File: src/rtl/dice_display_ctrl_if.sv
// ----------------------------------------------------------------------------
// dice_display_ctrl_if
//   Bundles the roll button, dice generator link and die-face display outputs
//   of dice_display_ctrl.
//
//   Signals
//     roll_btn    1  level roll request (high = held), synchronous to clk
//     dice_in     3  current value from the dice generator, legal 1..6
//     gen_enable  1  enable to the dice generator
//     pips        7  die-face LEDs: bit0 C, 1 TL, 2 TR, 3 ML, 4 MR, 5 BL, 6 BR
//     face        3  settled result, 0 = no result
//     busy        1  roll in progress (rolling or settling)
//     done        1  one-cycle pulse when a result is captured
//     roll_count  8  completed rolls, saturating at 255
//     err         1  sticky flag: an illegal dice_in value was sampled
//
//   Modports
//     master  the side that presses the button and supplies dice values
//     slave   the controller itself
// ----------------------------------------------------------------------------
interface dice_display_ctrl_if;
   logic       roll_btn;
   logic [2:0] dice_in;
   logic       gen_enable;
   logic [6:0] pips;
   logic [2:0] face;
   logic       busy;
   logic       done;
   logic [7:0] roll_count;
   logic       err;

   modport master (
      output roll_btn, dice_in,
      input  gen_enable, pips, face, busy, done, roll_count, err
   );

   modport slave (
      input  roll_btn, dice_in,
      output gen_enable, pips, face, busy, done, roll_count, err
   );
endinterface

File: src/rtl/dice_display_ctrl.sv
// ----------------------------------------------------------------------------
// dice_display_ctrl
//   Controls an electronic die: while the button is held the external dice
//   generator tumbles and the display shows a slowed-down animation of its
//   values; after release the generator keeps tumbling for SETTLE_CYCLES
//   cycles, then the current value is captured as the result and shown
//   until the next roll starts.
//
//   Parameters
//     SETTLE_CYCLES  cycles of tumbling after button release (1..255)
//     ANIM_DIV       cycles between animation refreshes while rolling (1..255)
//
//   Ports
//     clk  rising-edge clock, sole clock domain
//     rst  synchronous active-high reset
//     bus  dice_display_ctrl_if.slave (button, dice value, display outputs)
//
//   All outputs are registered.
// ----------------------------------------------------------------------------
module dice_display_ctrl #(
   parameter int SETTLE_CYCLES = 8,
   parameter int ANIM_DIV      = 4
) (
   input logic                clk,
   input logic                rst,
   dice_display_ctrl_if.slave bus
);

   typedef enum logic [1:0] {
      IDLE,
      ROLLING,
      SETTLE,
      SHOW
   } state_t;

   localparam logic [7:0] SETTLE_LOAD = 8'(SETTLE_CYCLES - 1);
   localparam logic [7:0] ANIM_LAST   = 8'(ANIM_DIV - 1);

   state_t     state_q, state_d;
   logic       btn_prev_q;
   logic [7:0] settle_cnt_q;
   logic [7:0] anim_cnt_q;

   logic       gen_enable_q;
   logic [6:0] pips_q;
   logic [2:0] face_q;
   logic       busy_q;
   logic       done_q;
   logic [7:0] roll_count_q;
   logic       err_q;

   logic       enter_roll;
   logic       start_settle;
   logic       capture;
   logic       refresh;
   logic       active_d;
   logic       dice_legal;

   function automatic logic [6:0] decode(input logic [2:0] value);
      case (value)
         3'd1:    decode = 7'h01;
         3'd2:    decode = 7'h42;
         3'd3:    decode = 7'h43;
         3'd4:    decode = 7'h66;
         3'd5:    decode = 7'h67;
         3'd6:    decode = 7'h7E;
         default: decode = 7'h00;
      endcase
   endfunction

   assign dice_legal = (bus.dice_in != 3'd0) && (bus.dice_in != 3'd7);

   // Next-state and per-cycle event decode.
   always_comb begin
      // NOTE: every signal assigned here gets a default first so that no
      // path through the case leaves it unassigned and infers a latch.
      state_d      = state_q;
      enter_roll   = 1'b0;
      start_settle = 1'b0;
      capture      = 1'b0;
      case (state_q)
         IDLE: begin
            if (bus.roll_btn) begin
               state_d    = ROLLING;
               enter_roll = 1'b1;
            end
         end
         ROLLING: begin
            if (!bus.roll_btn) begin
               state_d      = SETTLE;
               start_settle = 1'b1;
            end
         end
         SETTLE: begin
            // The button is deliberately ignored while settling.
            if (settle_cnt_q == 8'd0) begin
               state_d = SHOW;
               capture = 1'b1;
            end
         end
         SHOW: begin
            // Only a fresh press starts a new roll; a button still held from
            // the previous roll must be released first.
            if (bus.roll_btn && !btn_prev_q) begin
               state_d    = ROLLING;
               enter_roll = 1'b1;
            end
         end
         default: state_d = IDLE;
      endcase
   end

   // The animation counter keeps running across ROLLING -> SETTLE, so the
   // refresh cadence is uniform over the whole tumbling period.
   assign refresh  = ((state_q == ROLLING) || (state_q == SETTLE)) &&
                     (anim_cnt_q == ANIM_LAST);
   assign active_d = (state_d == ROLLING) || (state_d == SETTLE);

   always_ff @(posedge clk) begin
      if (rst) begin
         state_q <= IDLE;
      end else begin
         // NOTE: sequential state uses non-blocking assignments so that every
         // register samples values from before the edge, independent of
         // statement order.
         state_q <= state_d;
      end
   end

   always_ff @(posedge clk) begin
      if (rst) begin
         btn_prev_q   <= 1'b0;
         settle_cnt_q <= 8'd0;
         anim_cnt_q   <= 8'd0;
         gen_enable_q <= 1'b0;
         pips_q       <= 7'h00;
         face_q       <= 3'd0;
         busy_q       <= 1'b0;
         done_q       <= 1'b0;
         roll_count_q <= 8'd0;
         err_q        <= 1'b0;
      end else begin
         btn_prev_q <= bus.roll_btn;

         // gen_enable and busy are computed from the next state so that the
         // registered outputs line up exactly with the state register.
         gen_enable_q <= active_d;
         busy_q       <= active_d;
         done_q       <= capture;

         if (start_settle) begin
            settle_cnt_q <= SETTLE_LOAD;
         end else if ((state_q == SETTLE) && (settle_cnt_q != 8'd0)) begin
            settle_cnt_q <= settle_cnt_q - 8'd1;
         end

         if (enter_roll) begin
            anim_cnt_q <= 8'd0;
         end else if ((state_q == ROLLING) || (state_q == SETTLE)) begin
            anim_cnt_q <= (anim_cnt_q == ANIM_LAST) ? 8'd0 : anim_cnt_q + 8'd1;
         end

         if (enter_roll) begin
            face_q <= 3'd0;
         end else if (capture) begin
            face_q <= dice_legal ? bus.dice_in : 3'd0;
         end

         // Capture and refresh both show the decoded value; an illegal value
         // decodes to a blank display.
         if (capture || refresh) begin
            pips_q <= decode(bus.dice_in);
         end

         if (capture && (roll_count_q != 8'hFF)) begin
            roll_count_q <= roll_count_q + 8'd1;
         end

         if ((capture || refresh) && !dice_legal) begin
            err_q <= 1'b1;
         end
      end
   end

   assign bus.gen_enable = gen_enable_q;
   assign bus.pips       = pips_q;
   assign bus.face       = face_q;
   assign bus.busy       = busy_q;
   assign bus.done       = done_q;
   assign bus.roll_count = roll_count_q;
   assign bus.err        = err_q;

endmodule

File: src/flat_wrapper.sv
// flat-port wrapper written by rule: the top's interface ports become plain ports
module dice_display_ctrl_flat 
#(
   parameter int SETTLE_CYCLES = 8,
   parameter int ANIM_DIV      = 4
)
  (clk, rst, bus_roll_btn, bus_dice_in, bus_gen_enable, bus_pips, bus_face, bus_busy, bus_done, bus_roll_count, bus_err);
  dice_display_ctrl_if bus_i ();
  input logic clk;
  input logic rst;
  input wire logic [$bits(bus_i.roll_btn)-1:0] bus_roll_btn;
  input wire logic [$bits(bus_i.dice_in)-1:0] bus_dice_in;
  output wire logic [$bits(bus_i.gen_enable)-1:0] bus_gen_enable;
  output wire logic [$bits(bus_i.pips)-1:0] bus_pips;
  output wire logic [$bits(bus_i.face)-1:0] bus_face;
  output wire logic [$bits(bus_i.busy)-1:0] bus_busy;
  output wire logic [$bits(bus_i.done)-1:0] bus_done;
  output wire logic [$bits(bus_i.roll_count)-1:0] bus_roll_count;
  output wire logic [$bits(bus_i.err)-1:0] bus_err;
  assign bus_i.roll_btn = bus_roll_btn;
  assign bus_i.dice_in = bus_dice_in;
  assign bus_gen_enable = bus_i.gen_enable;
  assign bus_pips = bus_i.pips;
  assign bus_face = bus_i.face;
  assign bus_busy = bus_i.busy;
  assign bus_done = bus_i.done;
  assign bus_roll_count = bus_i.roll_count;
  assign bus_err = bus_i.err;
  dice_display_ctrl #(.SETTLE_CYCLES(SETTLE_CYCLES), .ANIM_DIV(ANIM_DIV)) u_core (.clk(clk), .rst(rst), .bus(bus_i));
endmodule
File: config.mk
export PLATFORM = sky130hd
export DESIGN_NAME = dice_display_ctrl_flat
export DESIGN_NICKNAME = d
export VERILOG_FILES = /design/src/rtl/dice_display_ctrl_if.sv /design/src/rtl/dice_display_ctrl.sv /design/src/flat_wrapper.sv
export SDC_FILE = /design/constraint.sdc
export NUM_CORES = 1
export LEC_CHECK = 0
export BUFFER_PORTS_ARGS = -buffer_cell sky130_fd_sc_hd__clkbuf_2
export CAP_MARGIN = 30
export CELL_PAD_IN_SITES_DETAIL_PLACEMENT = 0
export CELL_PAD_IN_SITES_GLOBAL_PLACEMENT = 1
export CORE_MARGIN = 4
export CORE_UTILIZATION = 25
export CTS_CLUSTER_SIZE = 20
export DETAILED_ROUTE_END_ITERATION = 10
export PLACE_DENSITY_LB_ADDON = 0.1
export SYNTH_ARGS = -nofsm -noshare
export SYNTH_HDL_FRONTEND = slang
export SYNTH_SLANG_ARGS = --single-unit
File: constraint.sdc
create_clock -name clk -period 6.8 [get_ports clk]
set_clock_uncertainty 0.1 [all_clocks]
set_input_delay 0.68 -clock clk [delete_from_list [all_inputs] [get_ports clk]]
set_output_delay 0.68 -clock clk [all_outputs]
set_load 0.01 [all_outputs]
# Yosys cells after proc, flatten, opt, wreduce, memory -nomap -nowiden

Cells that the tools add are included.

Flip-flop bits (word level): 40
Output and inout port bits: 22
Word-level logic and storage cells: 63

Reduce and logical (&&, ||, !) cells: 18
Mux-type cells: 17
$add $sub $neg: 3
Eq/ne operators: 14

Operators with widths:

| operator                                                           | count |
|---|---|
| 7-bit one-hot mux with 6 select lines                              | 1 |
| 8-bit by 1-bit adder with 8-bit output, second input constant      | 2 |
| 3-bit == test, second input constant                               | 3 |
| 3-bit 2-to-1 mux                                                   | 3 |
| 8-bit by 2-bit == test with 1-bit output, second input constant    | 1 |
| 8-bit zero test                                                    | 1 |
| 2-bit 2-to-1 mux                                                   | 4 |
| 8-bit 2-to-1 mux                                                   | 1 |
| 8-bit inequality test, second input constant                       | 1 |
| 2-bit one-hot mux with 4 select lines                              | 1 |
| 8-bit nonzero test                                                 | 1 |
| 8-bit by 1-bit subtractor with 8-bit output, second input constant | 1 |
| 2-bit == test, second input constant                               | 3 |
| 3-bit by 2-bit == test with 1-bit output, second input constant    | 2 |
| 1-bit logical AND                                                  | 6 |
| 1-bit 2-to-1 mux                                                   | 6 |
| 2-bit by 1-bit == test with 1-bit output, second input constant    | 2 |
| 2-bit OR reduction                                                 | 2 |
| 3-bit by 1-bit == test with 1-bit output, second input constant    | 1 |
| 1-bit logical OR                                                   | 3 |
| 3-bit inequality test, second input constant                       | 1 |
| 3-bit nonzero test                                                 | 1 |
| 1-bit zero test                                                    | 2 |
| 2-bit zero test                                                    | 1 |
| 2 further kinds                                                    | 2 |

# Longest topological paths before layout

Gate-level depths: netlist of the first run.

Depth in word-level cells: 6
Mapped depth: 8

# Worst setup path after synthesis of the first run

No wires, ideal clock.

Kind: flip-flop to flip-flop
From: reg u_core.state_q[0]
To: reg u_core.roll_count_q[5] (netlist: u_core.bus.roll_count[5])
Stages on the path, launching flop included: 8
Path buffers: 1
Setup time: 0.121 ns
Arrival time: 2.032 ns
Slack: 4.547 ns
Cell sequence: dfxtp_1 inv_1 ha_1 nor4bb_1 nand2_1 buf_2 nor4_1 mux2_2

Word-level cells in the longest chain between the ends: 3

RTL lines:

| element                | line                     | RTL |
|---|---|---|
| start, declared        | dice_display_ctrl.sv:39  | `state_t state_q, state_d;` |
| start signal, assigned | dice_display_ctrl.sv:126 | `state_q <= state_d;` |
| 2-bit == test          | dice_display_ctrl.sv:81  | `case (state_q)` |
| 1-bit 2-to-1 mux       | dice_display_ctrl.sv:81  |  |
| 1-bit logical AND      | dice_display_ctrl.sv:175 | `if (capture && (roll_count_q != 8'hFF)) begin` |
| end signal, assigned   | dice_display_ctrl.sv:176 | `roll_count_q <= roll_count_q + 8'd1;` |
| end, declared          | dice_display_ctrl.sv:49  | `logic [7:0] roll_count_q;` |

No other way between the ends.
A chain may end at the register's enable or synchronous reset.

# Worst setup path after layout of the first run

Same ends and word-level chain as after synthesis.

==> metrics.cfg, run 1 <==
[critical_path]
crit_type = reg2reg
required_ns = 6.88
crit_slowest_cell = nand2_1
rrSetupSlack_ns = 3.87
crit_chain = inv_1, ha_1, nor4bb_1, nand2_1, nor4_1, mux2_2
slowest_delay_ns = 0.55
cp-end-kind = flip-flop
arrival_ns = 3.01
start_kind = flip-flop
crit_fanout = 22

[layout]
seq_area_sq_um = 741
layout.nets = 255
multi_input_area_sq_mm = 0.00103
num_antenna_cells = 0
n_fill_cell = 793
final_util_pct = 30.2
syn_to_final_growth_pct = 16.7
drive_above_1_share_pct = 17.1
final_cell_area_sq_mm = 0.00219

[cts]
cts_tree = built
cts_sinks = 37
clk_path_buf_depth = 2
cts_hold_buffers = 0
postCtsSetupRepairBufs = 0
path_clk_slew_ns = 0.08
root_buffer = clkbuf_8
cts_resized = 0
clkLatencyLatePin_ns = 0.29
numCtsBuffers = 5
h-tree-depth = 2

[synthesis]
synth_cell_type_count = 44
synth_edf_count = 0
ys_ff_latch = 37
async_reset_ff_share_pct = 0
syn_nets = 233
yosys_warnings = 0
netlist_area_sq_mm = 0.00187
seq_area_frac_synth_pct = 39.5
synth_flop_cell = dfxtp_1
synthCells = 217
syn_area_per_cell_sq_um = 8.64

[floorplan]
pin_count = 28
dieArea_sq_mm = 0.00895
die_h_um = 94.6
rows = 31
core_area_sq_mm = 0.00725
start_util_pct = 25.8
fp.dieW_um = 94.6

[placement]
place.gp.congestion = 0.688
hpwl_mm = 3.19
place_area_sq_mm = 0.00207
port_buffers = 27

[worst_hold_path]
min_path_type = reg2reg

[drt]
drt_first_pass_iters = 4
drtIter0Drc = 41
antenna_left = 0
via_per_inst = 4.75
post-route-drc-count = 0
wl_per_cell_um = 13.4
wirelength_mm = 4.56
vias = 1609

[timing]
finalSetupViolations = 0
drv_slew = 0
rsz0062_at_grt = no
max_freq_ghz = 0.342
slew-limit-headroom_pct = 51.1
hold_ws_ns = 0.367
hold_viol = 0
tns_ns = 0
tightest_slew_ns = 0.731
min_period_ns = 2.93
period_share_pct = 43.1

[grt]
grt_pass1_wl_mm = 7.50
overflow = 0
grtUsageTotal_pct = 10.8
grt_max_degree = 23
antenna_found_initial = 0
grt_pass1_vias = 1526

[power_and_ir_drop]
ir_worst_vdd_mv = 0.123
p_leak_nw = 0.818
p_per_area_mw_per_mm2 = 272

[job]
maxCapViolations = 0

[status]
status = completed

[registers in the layout, indices dropped and copies added (netlist names), 2 cells and up]
signal,count
u_core.settle_cnt_q,8
u_core.state_q,2
u_core.bus.pips,4
u_core.bus.face,3
u_core.bus.roll_count,8
u_core.anim_cnt_q,8
[cells in the mapped netlist, types with 2 or more instances]
| library cell | number | area (sq um) |
|---|---|---|
| o31ai_1 | 3 | 22.5 |
| nor3b_1 | 2 | 15.0 |
| nand4_1 | 5 | 31.3 |
| inv_1 | 10 | 37.5 |
| nand2b_1 | 3 | 18.8 |
| o21ai_0 | 7 | 35.0 |
| buf_4 | 4 | 30.0 |
| nand3b_1 | 2 | 15.0 |
| nor4_1 | 2 | 12.5 |
| or3_1 | 3 | 18.8 |
| a211oi_1 | 3 | 22.5 |
| xor2_1 | 4 | 35.0 |
| and4_1 | 2 | 17.5 |
| nand3_1 | 15 | 75.1 |
| clkbuf_1 | 6 | 22.5 |
| ha_1 | 10 | 125 |
| or4_1 | 5 | 37.5 |
| a21oi_1 | 19 | 95.1 |
| nand2_1 | 16 | 60.1 |
| nor3_1 | 4 | 20.0 |
| dfxtp_1 | 37 | 741 |
| nor2_1 | 19 | 71.3 |
| buf_2 | 2 | 10.0 |
| o311ai_0 | 2 | 17.5 |
| mux2i_1 | 3 | 30.0 |
| nor2b_1 | 4 | 25.0 |
| xnor2_1 | 8 | 70.1 |
[stage by stage]
stage / cells / power (W) / setup slack [ns]
6_report: 339 / 0.000594 / 3.87
5_1_grt: 339 / 0.000633 / 3.58
4_1_cts: 339 / 0.000604 / 3.82
3_5_place_dp: 331 / 0.000396 / 3.83
3_3_place_gp: 331 / 0.000398 / 4.02
2_1_floorplan: 217 / 0.000362 / 4.55
[final timing paths]
path / endpoint / cells after the start / startpoint
min reg2reg: u_core.bus.face[1] / 2 / u_core.bus.face[1]
max reg2reg: u_core.bus.roll_count[5] / 6 / u_core.state_q[0]
min: u_core.bus.face[1] / 2 / u_core.bus.face[1]
max: u_core.bus.roll_count[5] / 6 / u_core.state_q[0]
[metal layers]
| metal | track usage, % | wire (um) | up-vias |
|---|---|---|---|
| li1 | - | - | 814 |
| met1 | 13.3 | 2160 | 769 |
| met2 | 17.4 | 2140 | 20 |
| met3 | 3.19 | 184 | 6 |
| met4 | 4.57 | 78 | 0 |
| met5 | 0 | 0 | - |
[cell families after synthesis]
| family | Yosys count | share of synthesized area (%) |
|---|---|---|
| xor gates and xnor gates | 12 | 5.61 |
| and+or+nand+nor | 88 | 25.5 |
| DFF | 37 | 39.5 |
| adders and majority gates | 10 | 6.68 |
| buffers and inverters | 22 | 5.34 |
| AOI/OAI and AO/OA | 44 | 15.2 |
| muxes | 4 | 2.20 |
[critical path, delay by kind of cell (launching register included)]
kind	cells	cell delay [ns]
fa+ha+maj	1	0.31
buf+inv	1	0.12
flops	1	0.38
mux	1	0.37
simple gates	3	1.52
[cells in the final DEF, fill, tap and decap left out, types with 6 or more instances in the layout]
cell	Yosys	final
a21oi_1	19	19
clkbuf_2	0	27
clkbuf_8	0	6
dfxtp_1	37	37
ha_1	10	10
inv_1	10	10
nand2_1	16	16
nand3_1	15	15
nor2_1	19	19
o21ai_0	7	7
xnor2_1	8	8
[layout make-up]
| cell class | instances | area share (%) |
|---|---|---|
| clock buffers | 7 | 3.95 |
| repair buffers | 27 | 6.18 |
| clock inverters | 1 | 1.37 |
| flip-flops and latches | 37 | 33.9 |
| inverters | 10 | 1.72 |
| well taps | 99 | 5.66 |
| multi-input cells | 158 | 47.3 |
[where the power goes]
| group | total (W) | switching [W] | leakage (nW) | internal (W) |
|---|---|---|---|---|
| Clock | 0.000205 | 0.0000856 | 0.0585 | 0.000120 |
| Combinational | 0.000137 | 0.0000803 | 0.460 | 0.0000563 |
| Sequential | 0.000252 | 0.0000188 | 0.300 | 0.000234 |
| Total | 0.000594 | 0.000185 | 0.818 | 0.000410 |
Note: power is estimated with default switching activity, not from simulation.
==> run 2: changes to the inputs <==
==> constraint.sdc (replaced) <==
create_clock -name clk -period 2.6 [get_ports clk]
set_clock_uncertainty 0.1 [all_clocks]
set_input_delay 0.26 -clock clk [delete_from_list [all_inputs] [get_ports clk]]
set_output_delay 0.26 -clock clk [all_outputs]
set_load 0.01 [all_outputs]
==> metrics.cfg, run 2 (synthesis gave the netlist of run 1 again) <==
[layout]
final_common_cell = dfxtp_1
syn_to_final_growth_pct = 17.5
layout_common_cells = 37 x dfxtp_1, 27 x clkbuf_2, 19 x a21oi_1, 19 x nor2_1, 16 x nand2_1
drive_above_1_share_pct = 18.8
layout.cells.non_filler = 344
num_antenna_cells = 0
n_fill_cell = 777
layout.nets = 261

[timing]
tns_ns = 0
setup_slack_ns = 0.312
drv_slew = 0
period_share_pct = 88.0
rsz0062_at_grt = no
slew-limit-headroom_pct = 65.6
hold_viol = 0
tightest_slew_ns = 0.515
finalSetupViolations = 0
max_freq_ghz = 0.437
min_period_ns = 2.29

[floorplan]
rows = 31
dieArea_sq_mm = 0.00895
fp.dieW_um = 94.6
start_util_pct = 25.8
die_h_um = 94.6
pin_count = 28
core_area_sq_mm = 0.00725

[cts]
postCtsSetupRepairBufs = 0
root_buffer = clkbuf_8
cts_sinks = 37
path_clk_slew_ns = 0.07
cts_tree = built
h-tree-depth = 2
cts_resized = 0
clkLatencyLatePin_ns = 0.29
cts_hold_buffers = 0
numCtsBuffers = 5
clk_path_buf_depth = 2

[status]
status = completed

[critical_path]
required_ns = 2.71
start_kind = flip-flop
cp-end-kind = flip-flop
crit_fanout = 13
arrival_ns = 2.40
crit_type = reg2reg

[drt]
wirelength_mm = 4.42
via_per_inst = 4.55
wl_met3_um = 189
wl_met2_mm = 2.09
route.top_layer_used = met4
vias = 1565
wl_per_cell_um = 12.9
drtIter0Drc = 61
drt_first_pass_iters = 4
met1_length_mm = 2.08
post-route-drc-count = 0
antenna_left = 0

[placement]
place.gp.congestion = 0.685
hpwl_mm = 3.27
place_ws_ns = 0.255
place_inst = 337
port_buffers = 27

[power_and_ir_drop]
p_per_area_mw_per_mm2 = 660
finalPower_w = 0.00145
p_leak_nw = 0.834
ir_worst_vdd_mv = 0.198

[grt]
grt_pass1_wl_mm = 7.81
overflow = 0
grt_pass1_vias = 1601
grtUsageTotal_pct = 11.1
antenna_found_initial = 0
grt_max_degree = 21

[job]
maxCapViolations = 0

[worst_hold_path]
min_path_type = in2reg

==> run 2: where the power goes <==
| group | total [W] | switching (W) | internal [W] | leakage [nW] |
|---|---|---|---|---|
| sequential | 0.000659 | 0.0000476 | 0.000612 | 0.300 |
| clock | 0.000414 | 0.000204 | 0.000211 | 0.0443 |
| combinational | 0.000380 | 0.000214 | 0.000166 | 0.490 |
==> run 2: final cells by class <==
cell class	count	area (sq um)	area share [%]
Sequential cell	37	741	33.6
Timing Repair Buffer	33	180	8.18
Clock buffer	7	86.3	3.92
Inverter	10	37.5	1.70
Tap cell	99	124	5.63
Multi-Input combinational cell	158	1030	46.9
==> run 2: worst paths after layout <==
| check | startpoint | to | cells past startpoint | slack (ns) |
|---|---|---|---|---|
| max reg2reg | u_core.state_q[0] | u_core.bus.gen_enable | 7 | 0.31 |
| max | u_core.state_q[0] | u_core.bus.gen_enable | 7 | 0.31 |
| min | bus_dice_in[1] | u_core.bus.face[1] | 3 | 0.19 |
| min reg2reg | u_core.bus.face[0] | u_core.bus.face[0] | 2 | 0.36 |
==> run 2: metrics by stage <==
| step | utilization (%) | cell area (sq um) | hold slack, ns |
|---|---|---|---|
| after floorplan | - | 1870 | 0.288 |
| after global placement | 29.2 | 2120 | 0.361 |
| after detailed placement | 29.2 | 2120 | 0.362 |
| after CTS | 30.4 | 2200 | 0.185 |
| after global routing | 30.4 | 2200 | 0.213 |
| final | 30.4 | 2200 | 0.192 |
==> run 2: worst max-delay path, cell delays in order (launching register included) <==
cell	delay, ns
dfxtp_1	0.37
inv_1	0.14
ha_1	0.17
nor4bb_1	0.34
nand2_1	0.28
buf_4	0.27
a32oi_1	0.29
mux2i_1	0.25
==> run 2: metal layers <==
layer | up-vias | GRT usage [%]
met5 | - | 0
met4 | 0 | 3.97
met3 | 7 | 2.95
met2 | 23 | 17.4
met1 | 706 | 14.7
li1 | 829 | -
==> run 3: changes to the inputs <==
--- a/config.mk
+++ b/config.mk
@@ -5,15 +5,16 @@
 export SDC_FILE = /design/constraint.sdc
 export NUM_CORES = 1
 export LEC_CHECK = 0
-export BUFFER_PORTS_ARGS = -buffer_cell sky130_fd_sc_hd__clkbuf_2
+export BUFFER_PORTS_ARGS = -buffer_cell sky130_fd_sc_hd__buf_2
 export CAP_MARGIN = 30
 export CELL_PAD_IN_SITES_DETAIL_PLACEMENT = 0
 export CELL_PAD_IN_SITES_GLOBAL_PLACEMENT = 1
 export CORE_MARGIN = 4
-export CORE_UTILIZATION = 25
+export CORE_UTILIZATION = 38
 export CTS_CLUSTER_SIZE = 20
 export DETAILED_ROUTE_END_ITERATION = 10
 export PLACE_DENSITY_LB_ADDON = 0.1
+export SLEW_MARGIN = 5
 export SYNTH_ARGS = -nofsm -noshare
 export SYNTH_HDL_FRONTEND = slang
 export SYNTH_SLANG_ARGS = --single-unit
==> metrics.cfg, run 3 (synthesis gave the netlist of run 1 again) <==
[status]
status = completed

[power_and_ir_drop]
p_per_area_mw_per_mm2 = 677
p_sw_share_pct = 31.0
combinationalPowerShare_pct = 24.9
p_sw_w = 0.000453
ir_worst_vdd_mv = 0.229
p_leak_nw = 0.852
p_clk_share_pct = 30.0
pwr-share-seq_pct = 45.0
p_int_w = 0.00101

[floorplan]
start_util_pct = 39.4
pin_count = 28
die_h_um = 78.2
fp.dieW_um = 78.2
dieArea_sq_mm = 0.00612
core_area_sq_mm = 0.00475
rows = 25

[critical_path]
start_kind = flip-flop
rrSetupSlack_ns = 0.29
crit_fanout = 15
arrival_ns = 2.42
crit_type = reg2reg
cp-end-kind = flip-flop
required_ns = 2.71

[cts]
clkLatencyLatePin_ns = 0.28
clk_path_buf_depth = 2
path_clk_slew_ns = 0.07
cts_resized = 0
h-tree-depth = 2
cts_hold_buffers = 0
cts_sinks = 37
root_buffer = clkbuf_8
cts_tree = built
numCtsBuffers = 5
postCtsSetupRepairBufs = 0

[layout]
num_antenna_cells = 0
drive_above_1_share_pct = 18.9
layout.nets = 259
layout_common_cells = 37 x dfxtp_1, 27 x buf_2, 19 x a21oi_1, 19 x nor2_1, 16 x nand2_1
final_common_cell = dfxtp_1
final_util_pct = 45.5
syn_to_final_growth_pct = 15.4

[placement]
place.gp.congestion = 0.738
place_ws_ns = 0.304
port_buffers = 27
hpwl_mm = 2.82

[drt]
drtIter0Drc = 77
post-route-drc-count = 0
drt_first_pass_iters = 4
antenna_left = 0
vias = 1574
wl_per_cell_um = 12.3
wirelength_mm = 3.83
via_per_inst = 5.06

[grt]
grt_max_degree = 21
grt_pass1_vias = 1439
antenna_found_initial = 0
grtUsageTotal_pct = 13.2
overflow = 0
grt_pass1_wl_mm = 6.46

[timing]
drv_slew = 0
tns_ns = 0
rsz0062_at_grt = no
hold_viol = 0
max_freq_ghz = 0.433
period_share_pct = 88.8
hold_ws_ns = 0.182
finalSetupViolations = 0
tightest_slew_ns = 0.443
min_period_ns = 2.31
slew-limit-headroom_pct = 70.4
setup_slack_ns = 0.292

[job]
maxCapViolations = 0

[worst_hold_path]
min_path_type = in2reg

-- run 3: power by group through the flow --
stage          combinational [W]  clock (W)  sequential, W
6_report                0.000365   0.000439       0.000659
5_1_grt                 0.000412   0.000486       0.000667
4_1_cts                 0.000370   0.000458       0.000659
3_5_place_dp            0.000367          0       0.000672
3_3_place_gp            0.000370          0       0.000672
2_1_floorplan           0.000275          0       0.000671
-- run 3: routing by layer --
layer / part of all wire (%) / wire length (um) / vias to the layer above / global-route usage, %
met5: 0 / 0 / - / 0
met4: 1.3 / 49 / 0 / 4.55
met3: 4.2 / 162 / 4 / 4.36
met2: 48 / 1840 / 25 / 22.4
met1: 46 / 1770 / 723 / 15.5
li1: - / - / 822 / -
-- run 3: per-stage QoR --
step                      total power (W)  area [sq um]  cells
after floorplan                  0.000945          1870    217
after global placement            0.00104          2060    303
after detailed placement          0.00104          2060    303
after CTS                         0.00149          2160    311
after global routing              0.00156          2160    311
final                             0.00146          2160    311
-- run 3: worst paths after layout --
path,startpoint,endpoint,cells past startpoint
max,u_core.state_q[0],u_core.bus.gen_enable,7
min,bus_dice_in[0],u_core.bus.face[0],3
max reg2reg,u_core.state_q[0],u_core.bus.gen_enable,7
min reg2reg,u_core.bus.face[1],u_core.bus.face[1],2
-- run 3: critical path: stages (launching register included) --
cell      delay, ns
dfxtp_1        0.38
inv_1          0.14
ha_1           0.17
nor4bb_1       0.42
nand2_1        0.26
buf_4          0.26
a32oi_1        0.30
mux2i_1        0.21
-- run 3: final cells by class --
type,count,area (sq um)
multi-input cells,158,1030
clock buffers,7,96.3
clock inverters,1,5.00
well taps,67,83.8
fillers,509,2590
flip-flops and latches,37,741
repair buffers,31,165
inverters,10,37.5
